==> src/rtl/gate_vector_sequencer.sv <==
// Exhaustive vector sequencer for small combinational gates.
//
// Walks dut_in through every value 0 .. 2^N_IN-1. Each value is held for
// SETTLE cycles (WAIT) and then sampled for one cycle (CHECK). In CHECK the
// gate outputs are compared against the golden outputs under cmp_mask. A
// one-cycle DONE state then raises done and publishes pass.
//
// Handshake: start is a level sampled only in IDLE; done is a one-cycle
// pulse with no back-pressure; abort returns to IDLE from any other state.
// The partial error statistics are kept on abort.
//
// All outputs, including the debug state, come straight from flops.
module gate_vector_sequencer #(
  parameter int N_IN   = 3,
  parameter int N_OUT  = 2,
  parameter int SETTLE = 1
) (
  input  logic              clk,
  input  logic              rst_n,
  input  logic              start,
  input  logic              abort,
  input  logic [N_OUT-1:0]  cmp_mask,
  input  logic [N_OUT-1:0]  dut_out,
  input  logic [N_OUT-1:0]  exp_out,
  output logic [N_IN-1:0]   dut_in,
  output logic              busy,
  output logic              done,
  output logic              pass,
  output logic [N_IN:0]     err_count,
  output logic [N_IN-1:0]   first_fail_vec,
  output logic              first_fail_valid,
  output logic [1:0]        state_dbg
);

  typedef enum logic [1:0] {
    S_IDLE  = 2'd0,
    S_WAIT  = 2'd1,
    S_CHECK = 2'd2,
    S_DONE  = 2'd3
  } state_t;

  localparam logic [7:0]      SETTLE_M1 = 8'(SETTLE - 1);
  localparam logic [N_IN-1:0] VEC_ONE   = 1;
  localparam logic [N_IN-1:0] VEC_LAST  = '1;
  localparam logic [N_IN:0]   ERR_ONE   = 1;

  state_t             state_q, state_d;
  logic [7:0]         wait_q, wait_d;
  logic [N_IN-1:0]    dut_in_d;
  logic [N_IN:0]      err_d;
  logic [N_IN-1:0]    ffv_d;
  logic               ffvalid_d;
  logic               pass_d;
  logic               busy_d;
  logic               done_d;
  logic               mismatch;

  // Only enabled output bits can produce a mismatch.
  assign mismatch  = |((dut_out ^ exp_out) & cmp_mask);
  assign state_dbg = state_q;

  // Next-state and next-output logic; abort overrides the CHECK update.
  always_comb begin
    state_d   = state_q;
    wait_d    = wait_q;
    dut_in_d  = dut_in;
    err_d     = err_count;
    ffv_d     = first_fail_vec;
    ffvalid_d = first_fail_valid;
    pass_d    = pass;
    case (state_q)
      S_IDLE: begin
        if (start && !abort) begin
          err_d     = '0;
          ffvalid_d = 1'b0;
          pass_d    = 1'b0;
          dut_in_d  = '0;
          wait_d    = SETTLE_M1;
          state_d   = S_WAIT;
        end
      end
      S_WAIT: begin
        if (abort) begin
          dut_in_d = '0;
          state_d  = S_IDLE;
        end else if (wait_q == 8'd0) begin
          state_d = S_CHECK;
        end else begin
          wait_d = wait_q - 8'd1;
        end
      end
      S_CHECK: begin
        if (abort) begin
          dut_in_d = '0;
          state_d  = S_IDLE;
        end else begin
          if (mismatch) begin
            err_d = err_count + ERR_ONE;
            if (!first_fail_valid) begin
              ffv_d     = dut_in;
              ffvalid_d = 1'b1;
            end
          end
          if (dut_in == VEC_LAST) begin
            // pass is published together with done, using the final count.
            pass_d  = (err_d == '0);
            state_d = S_DONE;
          end else begin
            dut_in_d = dut_in + VEC_ONE;
            wait_d   = SETTLE_M1;
            state_d  = S_WAIT;
          end
        end
      end
      S_DONE: begin
        dut_in_d = '0;
        state_d  = S_IDLE;
      end
      default: begin
        dut_in_d = '0;
        state_d  = S_IDLE;
      end
    endcase
    busy_d = (state_d == S_WAIT) || (state_d == S_CHECK);
    done_d = (state_d == S_DONE);
  end

  // State and output registers with asynchronous clear.
  always_ff @(posedge clk or negedge rst_n) begin
    if (!rst_n) begin
      state_q          <= S_IDLE;
      wait_q           <= 8'd0;
      dut_in           <= '0;
      busy             <= 1'b0;
      done             <= 1'b0;
      pass             <= 1'b0;
      err_count        <= '0;
      first_fail_vec   <= '0;
      first_fail_valid <= 1'b0;
    end else begin
      state_q          <= state_d;
      wait_q           <= wait_d;
      dut_in           <= dut_in_d;
      busy             <= busy_d;
      done             <= done_d;
      pass             <= pass_d;
      err_count        <= err_d;
      first_fail_vec   <= ffv_d;
      first_fail_valid <= ffvalid_d;
    end
  end

endmodule

==> config.mk <==
export PLATFORM = sky130hd
export DESIGN_NAME = gate_vector_sequencer
export DESIGN_NICKNAME = d
export VERILOG_FILES = /design/src/rtl/gate_vector_sequencer.sv
export SDC_FILE = /design/constraint.sdc
export NUM_CORES = 1
export LEC_CHECK = 0
export ABC_AREA = 1
export CAP_MARGIN = 10
export CORE_MARGIN = 2
export CORE_UTILIZATION = 34
export CTS_CLUSTER_SIZE = 25
export DETAILED_ROUTE_END_ITERATION = 6
export SYNTH_ARGS = -nofsm -noshare
export SYNTH_HDL_FRONTEND = slang
export SYNTH_SLANG_ARGS = --single-unit
==> constraint.sdc <==
create_clock -name clk -period 3.9 [get_ports clk]
set_input_delay 0.39 -clock clk [delete_from_list [all_inputs] [get_ports clk]]
set_output_delay 0.39 -clock clk [all_outputs]
set_load 0.02 [all_outputs]
* After elaboration in Yosys (flattened, before gate mapping)
Index checks and enable logic that the tools add are counted.
** Word-level totals
- Input port bits :: 10
- Register bits after elaboration :: 24
- Logic and storage cells :: 77
- Output and inout port bits :: 16
** Cells by class
- Bitwise gates (word level) :: 4
- Add/sub/neg operators :: 3
- Equality and inequality tests :: 16
- Reductions and logical operators :: 15
- Mux-type cells :: 30
** Operators by type and width (number)
- 8-bit two-way mux :: 5
- 8-bit one-hot mux with 3 select lines :: 1
- 4-bit two-way mux :: 5
- 2-bit != test (second input constant) :: 8
- 3-bit two-way mux :: 4
- 3-bit one-hot mux with 4 select lines :: 1
- 4-bit AND reduction :: 3
- 2-bit two-way mux :: 5
- 2-bit equality test (second input constant) :: 4
- 8-bit logical NOT :: 1
- 2-bit one-hot mux with 4 select lines :: 1
- 4-bit one-hot mux with 2 select lines :: 1
- 8-bit by 1-bit subtractor with 8-bit output (second input constant) :: 1
- 3-bit AND reduction :: 2
- 6-bit AND reduction :: 1
- 1-bit two-way mux :: 5
- 4-bit by 1-bit adder with 4-bit output (second input constant) :: 1
- 2-bit by 1-bit equality test with 1-bit output (second input constant) :: 2
- 4-bit logical NOT :: 1
- 1-bit one-hot mux with 2 select lines :: 2
- 3-bit by 1-bit adder with 3-bit output (second input constant) :: 1
- 3-bit equality test (second input constant) :: 1
- 3-bit != test (second input constant) :: 1
- 3-bit nonzero test :: 1
- 9 further kinds :: 10

* Longest topological paths before layout
Gate-level depths: netlist of the first run.
- Word-level depth :: 10
- Gate-level depth with buffers :: 10
- Depth with buffers taken out :: 10

* Worst setup path before layout of the first run
OpenSTA, ideal clock, no wires.
- Path type :: register -> register
- Start :: reg dut_in[0]
- End :: reg wait_q[0]
- Path buffers :: 0
- Clock period less this slack :: 1.575 ns
- Library setup time :: 0.127 ns
- Data required time :: 3.773 ns
- Stages on the path, launching flop included :: 8
- Setup slack :: 2.325 ns
- Arrival :: 1.448 ns
- Path through :: dfrtp_1 > ha_1 > ha_1 > nor2_1 > nor2_1 > nor2_4 > a21boi_4 > a21oi_1
** On the way
- Longest elaborated chain between the ends :: 3
** Ends and longest elaborated chain
- start: declaration :: line 25 : output logic [N_IN-1:0] dut_in,
- start signal: assignment :: line 143 : dut_in <= dut_in_d;
- 3-bit equality test :: line 104 : if (dut_in == VEC_LAST) begin
- 2-bit != test (no source line)
- 6-bit AND reduction (no source line)
- end signal: assignment :: line 142 : wait_q <= wait_d;
- end: declaration :: line 48 : logic [7:0] wait_q, wait_d;
Every way passes these cells.
A chain may end at the register's enable or synchronous reset.

* Worst setup path in the final report of the first run
- Start :: reg state_q[0] (netlist: state_dbg[0])
- End :: out state_dbg[0]
** RTL lines
- start: declaration :: line 47 : state_t state_q, state_d;
- start signal: assignment :: line 141 : state_q <= state_d;
- end: declaration :: line 32 : output logic [1:0] state_dbg
No word-level cell between the ends.

==> results of run 1 <==
## flip-flops by register name (all words and copies together) (netlist names)
| signal | flops |
|---|---|
| done | 1 |
| dut_in | 3 |
| wait_q | 8 |
| state_dbg | 2 |
| first_fail_valid | 1 |
| first_fail_vec | 3 |
| err_count | 4 |
| pass | 1 |
| busy | 1 |
## metrics by stage
stage               power, mW  area (µm²)
floorplan               0.714        1400
global placement        0.828        1690
detailed placement      0.829        1690
CTS                     0.981        1730
global route             1.06        1750
finish                  0.971        1750
## metal layers
| metal | vias up | share of wire [%] | global-route usage, % |
|---|---|---|---|
| li1 | 610 | - | - |
| met1 | 499 | 54 | 20.3 |
| met2 | 19 | 41 | 20.4 |
| met3 | 4 | 2.9 | 1.48 |
| met4 | 0 | 2.0 | 6.75 |
| met5 | - | 0 | 0 |
## worst max-delay path by stage
stage,cells after the start,endpoint,slack [ns]
6_report,1,state_dbg[0],2.02
4_1_cts,1,state_dbg[0],2.00
5_1_grt,1,state_dbg[0],1.93
3_3_place_gp,6,busy,1.99
3_5_place_dp,5,busy,2.00
2_1_floorplan,7,wait_q[0],2.32
## cell families (layout without fill, tap and decap cells)
kind of cell / count (synthesis) / in the layout / share of synthesized area, %
AND/OR/NAND/NOR: 94 / 94 / 32.0
AO/OA/AOI/OAI: 22 / 22 / 9.15
flip-flops: 24 / 24 / 43.0
buffers and inverters: 24 / 51 / 7.53
adder cells (fa/ha/maj): 5 / 5 / 4.48
XOR/XNOR: 6 / 6 / 3.77
## power by group through the flow
stage	Sequential [mW]	Combinational, mW	Clock, mW
2_1_floorplan	0.358	0.356	0
3_3_place_gp	0.355	0.472	0
3_5_place_dp	0.353	0.476	0
4_1_cts	0.349	0.479	0.153
5_1_grt	0.359	0.542	0.159
6_report	0.349	0.477	0.146
## cells in the mapped netlist (2+ instances only)
cell	count
nand2_1	48
nand2_2	4
nor2_1	16
ha_1	5
buf_6	2
xor2_1	6
a21oi_1	3
inv_1	20
o21ai_0	11
nand3_1	13
nor2_4	4
dfrtp_1	24
nand3b_1	2
o21ai_1	6
nand2_4	2
inv_2	2
## final cells by class
type / instances / area, µm² / share of cell area [%]
clock buffer: 3 / 41.3 / 2.35
timing repair buffer: 26 / 278 / 15.8
inverter: 22 / 82.6 / 4.71
tap: 50 / 62.6 / 3.57
multi-input combinational: 127 / 689 / 39.3
sequential: 24 / 601 / 34.2
==> run metrics, run 1 <==
sequential area share after synthesis=43.0%; largest net degree at the start of global routing=25; I/O Buffers=25; r2r setup slk=2.20 ns; Layout Nets=219; critical path's slowest cell=clkdlybuf4s50_1; status=completed; Sequential Power Share=35.9%; Worst-path clk slew=0.08 ns; worst setup path startpoint=state_dbg[0]; share of flip-flops with an asynchronous set or reset=100%; peak supply drop=317 µV; Final period util=48.3%; # setup viols final=0; Sw Ratio=43.0%; # hold bufs at CTS=0; Total Routing Usage GR=13.9%; die width=68.1 µm; final setup margin=2.02 ns; clock sink count=24; critical path class=reg -> out; Hold Slack=0.469 ns; worst-skew pair later-pin latency=0.27 ns; Max Fclk=531 MHz; CTS root buffer=clkbuf_8; number of fill cells=402; CP arrival=1.49 ns; reg2reg start=wait_q[0]; Residual DRC=0; Yosys cell types=23; Power Density=554 nW/µm²; minimum clock period=1.88 ns; layout cell share with drive strength beyond 1=9.90%; WL final=2820 µm; total net switching power=0.418 mW; GP Congestion=0.758; worst-case clock buffer depth=2; worst slew pin tran=0.537 ns; Avg WL per Cell=11.2 µm; WP data required=3.51 ns; most common cell after layout, fill and taps aside=nand2_1; Mapped Area=1400 µm²; global-route wire length before repair=4880 µm; combinational power share=49.1%; Main synth FF type=dfrtp_1; synth top area cells=dfrtp_1, nand2_1, inv_1, nand3_1, ha_1; Worst R2R Path Depth=7; num rows=23; setup TNS=0 ns; final core utilization=44.2%; pre-CTS setup slack=2.00 ns; synthesis-to-layout area growth=25.7%; Max Cap Viol=0; ant diodes=0; initial antenna violation count=0; internal power=0.554 mW; post-synth top area share=43.0%; vias in the first global route=1117; initial core utilization=35.1%; total die area=4630 µm²; post-placement cell count=248; DIE HEIGHT=68.1 µm; Hold WC Path Type=in -> async; post-CTS setup buffers=0; Worst setup EP type=output pin; Startpoint Class=flip-flop; clock network fraction of total power=15.0%; critical-path cell list=clkdlybuf4s50_1; CP max stage delay=0.69 ns; Non-Filler Instances=252; syn_area_per_cell=7.97 µm²; syn nets=190; DR iter-0 viols=33; Vias=1132; post-synthesis register bit count=24; Worst Skew=0.00609 ns; Max Slew Vio Count=0; worst-path fanout max=10; top cell type by total area after synthesis=dfrtp_1; CTS tree=built; TritonRoute pass-1 iters=4; number of gates resized after CTS=0; IO Pins=26; routed vias/inst=4.49; RR Endpoint=busy; CP delay by family, top=buffers and inverters; Hold Vio Cnt, Final=0; DP HPWL=2090 µm; Post-Syn Instances=175; Final ANT Viol Nets=0; Post-synth EDFFs=0; CTS buffer count=3; Core Area=3970 µm²; Bufs and invs on worst path=1; Leakage Power=0.841 nW; grt ovf=0; most frequent cells in the layout=nand2_1, clkdlybuf4s50_1, dfrtp_1; unrepaired setup endpoints after global routing=false; Synth Warn #=0; Clock H-tree levels=1; Slew HR=64.1%
Note: power is estimated with default switching activity, not from simulation.
==> inputs of run 2 (changes only) <==
clock period = 1.7 ns   (was 3.9 ns; I/O delays follow)
==> run metrics, run 2 (synthesis gave the netlist of run 1 again) <==
Final ANT Viol Nets=0 (unchanged); Startpoint Class=flip-flop; num rows=23 (unchanged); leading registers by flop count=wait_q: 8 flops, err_count: 4 flops; Layout Nets=227 (+3.7%); peak supply drop=622 µV (+96%); DIE HEIGHT=68.1 µm (unchanged); vias in the first global route=1099 (-1.6%); total die area=4630 µm² (unchanged); Power Density=1300 nW/µm² (+130%); CP arrival=1.45 ns (-0.04 ns); Core Area=3970 µm² (unchanged); IO Pins=26 (unchanged); GP Congestion=0.787 (+3.9%); WL final=2840 µm (+0.85%); DP HPWL=2150 µm (+3.2%); status=completed; # setup viols final=0 (unchanged); Clock H-tree levels=1 (unchanged); Avg WL per Cell=10.9 µm (-2.6%); Largest Register=wait_q; most frequent cells in the layout=nand2_1, clkdlybuf4s50_1, dfrtp_1; Max Cap Viol=0 (unchanged); Worst Skew=0.00408 ns (-0.00202 ns); critical path class=reg -> out; layout cell share with drive strength beyond 1=14.7% (+4.8 points); routed vias/inst=4.54 (+1.1%); Hold WC Path Type=in -> async; Max Slew Vio Count=0 (unchanged); die width=68.1 µm (unchanged); Hold Vio Cnt, Final=0 (unchanged); Worst setup EP type=output pin; minimum clock period=1.62 ns; CTS root buffer=clkbuf_8; CTS tree=built; worst-path fanout max=6 (-4); worst slew pin tran=0.314 ns (-0.224 ns); I/O Buffers=25 (unchanged); Total Routing Usage GR=13.3% (-0.56 points); initial antenna violation count=0 (unchanged); global-route wire length before repair=4740 µm (-2.8%); TritonRoute pass-1 iters=4 (unchanged); Worst-path clk slew=0.09 ns (about the same); DR iter-0 viols=40 (+21%); setup TNS=0 ns (unchanged); largest net degree at the start of global routing=25 (unchanged); Max Fclk=618 MHz; initial core utilization=35.1% (unchanged); Slew HR=79.1% (+15 points); WP data required=1.53 ns (-1.98 ns); ant diodes=0 (unchanged); most common cell after layout, fill and taps aside=nand2_1; clock sink count=24 (unchanged); RR Endpoint=wait_q[0]; worst-case clock buffer depth=2 (unchanged); Final period util=95.2%; Leakage Power=0.874 nW (+4.0%); unrepaired setup endpoints after global routing=false; r2r setup slk=0.13 ns (-2.07 ns); Vias=1185 (+4.7%); Residual DRC=0 (unchanged); synthesis-to-layout area growth=29.9%; reg2reg start=dut_in[1]; Total Power=2.35 mW (+140%); CTS buffer count=3 (unchanged); Worst R2R Path Depth=7 (unchanged); grt ovf=0 (unchanged); max FFs per register=8 (unchanged); worst-skew pair later-pin latency=0.26 ns (about the same); number of fill cells=406 (+1.0%)
run 2: cell count changes in the layout (fill, tap and decap cells not counted), sizes merged:
cell and change:
buf +8, clkbuf +1
run 2: critical path, cell delays in order (launching register included):
cell and delay, ns:
dfrtp_2 0.42, buf_4 0.16, clkdlybuf4s50_1 0.61
run 2: per-stage QoR:
stage	hold WS (ns)	instances	utilization (%)	cell area, µm²	setup slack (ns)
finish	0.252	261	45.6	1810	0.0822
detailed placement	0.466	254	43.6	1730	0.0533
CTS	0.267	258	45.0	1790	0.00551
floorplan	-0.126	175	-	1400	0.125
global route	0.278	261	45.6	1810	0.0206
global placement	0.456	254	43.6	1730	0.0349
run 2: worst max path at each step:
| stage | startpoint | end | cells past startpoint | slack, ns |
|---|---|---|---|---|
| floorplan | dut_in[0] | wait_q[0] | 7 | 0.12 |
| global placement | abort | wait_q[0] | 8 | 0.03 |
| detailed placement | abort | wait_q[0] | 8 | 0.05 |
| CTS | state_dbg[0] | state_dbg[0] | 2 | 0.006 |
| global route | wait_q[0] | busy | 8 | 0.02 |
| finish | state_dbg[0] | state_dbg[0] | 2 | 0.08 |
run 2: final cells by class:
type	instances	area, µm²	area share (%)
well taps	50	62.6	3.45
inverters	22	82.6	4.56
clock buffers	4	55.1	3.04
flip-flops and latches	24	602	33.2
multi-input cells	127	692	38.2
repair buffers	34	318	17.5
run 2: power by group:
group          internal, mW  switching, mW
clock network         0.207          0.182
logic                 0.485          0.691
registers             0.685          0.104
run 2: per-layer routing:
layer / GRT usage, % / share of wire [%] / vias up
met5: 0 / 0 / -
met1: 18.3 / 50 / 544
met4: 5.25 / 0.95 / 0
li1: - / - / 622
met2: 21.6 / 46 / 17
met3: 1.32 / 3.3 / 2
run 2: repair_timing:
item,in CTS,in global routing
setup endpoints to repair,0,6
gates resized for setup,0,3
hold buffers,0,0
setup buffers,0,3
==> inputs of run 3 (changes only) <==
clock period = 1.31 ns   (was 1.7 ns; I/O delays follow)
==> run metrics, run 3 (synthesis gave the netlist of run 1 again) <==
status=finished, violations left; failing checks=negative setup slack; Total Routing Usage GR=16.9% (+3.6 points); most frequent cells in the layout=nand2_1, buf_4, dfrtp_1; Layout Nets=263 (+16%); Slew HR=78.6% (-0.53 points); routed vias/inst=4.63 (+2.0%); max FFs per register=8 (unchanged); critical path class=reg -> reg; Clock H-tree levels=1 (unchanged); DP HPWL=2470 µm (+15%); Hold WC Path Type=in -> async; Vias=1375 (+16%); # setup viols final=17 (+17); Final ANT Viol Nets=0 (unchanged); die width=68.1 µm (unchanged); ant diodes=0 (unchanged); unrepaired setup endpoints after global routing=true; GP Congestion=0.751 (-4.6%); Leakage Power=1.16 nW (+32%); clock sink count=24 (unchanged); IO Pins=26 (unchanged); Core Area=3970 µm² (unchanged); CTS tree=built; final setup margin=-0.156 ns (-0.238 ns); vias in the first global route=1318 (+20%); most common cell after layout, fill and taps aside=nand2_1; largest net degree at the start of global routing=25 (unchanged); Worst-path clk slew=0.09 ns (about the same); initial antenna violation count=0 (unchanged); Worst setup EP type=flip-flop; DR iter-0 viols=34 (-15%); initial core utilization=35.1% (unchanged); Max Fclk=682 MHz; Multi-input gate area=857 µm² (+24%); global-route wire length before repair=5740 µm (+21%); setup TNS=-1.55 ns (-1.55 ns); Avg WL per Cell=12.8 µm (+17%); Final period util=112%; Worst Skew=0.00418 ns (+0.000101 ns); I/O Buffers=25 (unchanged); worst-case clock buffer depth=2 (unchanged); minimum clock period=1.47 ns; worst slew pin tran=0.322 ns (+0.00800 ns); Residual DRC=0 (unchanged); Max Cap Viol=0 (unchanged); Register Area=606 µm² (+0.62%); grt ovf=0 (unchanged); Power Density=1790 nW/µm² (+38%); CP arrival=1.63 ns (+0.18 ns); total die area=4630 µm² (unchanged); layout cell share with drive strength beyond 1=40.9% (+26 points); post-placement cell count=285 (+12%); Hold Vio Cnt, Final=0 (unchanged); number of fill cells=363 (-11%); Startpoint Class=flip-flop; Non-Filler Instances=297 (+14%); Largest Register=wait_q; CTS buffer count=3 (unchanged); leading registers by flop count=wait_q: 8 flops, err_count: 4 flops; WP data required=1.47 ns (-0.06 ns); synthesis-to-layout area growth=62.3%; worst-path fanout max=3 (-3); TritonRoute pass-1 iters=4 (unchanged); final core utilization=57.0% (+11 points); Max Slew Vio Count=0 (unchanged); num rows=23 (unchanged); DIE HEIGHT=68.1 µm (unchanged); peak supply drop=1110 µV (+78%); CTS root buffer=clkbuf_8; worst-skew pair later-pin latency=0.27 ns (about the same); # hold bufs at CTS=0 (unchanged); WL final=3800 µm (+34%)
run 3: cell count changes in the layout (fill, tap and decap cells not counted), sizes merged:
cell | previous run | this run
buf | 9 | 45
clkdlybuf4s50 | 25 | 9
dlygate4sd2 | 0 | 13
clkdlybuf4s15 | 0 | 2
nand2 | 54 | 55
run 3: timing repair:
action | in CTS | in global routing
gates resized for setup | 38 | 30
gates cloned | 1 | 0
setup buffers | 6 | 2
setup endpoints to repair | 34 | 25
pin swaps | 14 | 14
run 3: stage by stage:
stage	hold WS (ns)	area (µm²)	total power [mW]	worst slack, ns
after CTS	0.219	2180	3.81	-0.205
after global routing	0.241	2260	4.34	-0.223
after detailed placement	0.469	2020	3.03	-0.208
final	0.207	2260	4.06	-0.156
after global placement	0.465	2020	3.00	-0.195
after floorplan	-0.165	1450	2.21	-0.135
run 3: cell type report:
type,count,share of cell area (%)
clock buffers,4,2.43
inverters,22,3.76
multi-input cells,128,37.8
flip-flops and latches,24,26.7
well taps,50,2.76
repair buffers,69,26.5
run 3: final timing paths:
kind                       startpoint      endpoint  slack (ns)  cells past startpoint
max reg2reg                 dut_in[0]          busy       -0.16                      6
min reg2reg                 wait_q[5]     wait_q[5]        0.49                      2
min in group clk            wait_q[5]     wait_q[5]        0.49                      2
min                             rst_n          done        0.21                      2
max in group asynchronous       rst_n  state_dbg[0]        0.84                      2
max                         dut_in[0]          busy       -0.16                      6
run 3: power by group:
group | internal (mW) | switching [mW]
clock network | 0.269 | 0.245
registers | 0.891 | 0.103
logic | 1.20 | 1.36
total | 2.36 | 1.71
run 3: worst max-delay path, stage by stage (launching register included):
cell     delay, ns
dfrtp_2       0.44
ha_4          0.17
ha_4          0.17
buf_4         0.14
nand2_2       0.09
o21ai_2       0.07
ha_1          0.28
run 3: routing by layer:
layer  part of all wire, %  up-vias  GRT usage, %
li1                      -      699             -
met1                    46      628          22.0
met2                    49       42          28.3
met3                   3.9        6          2.47
met4                   1.6        0          6.75
met5                     0        -             0
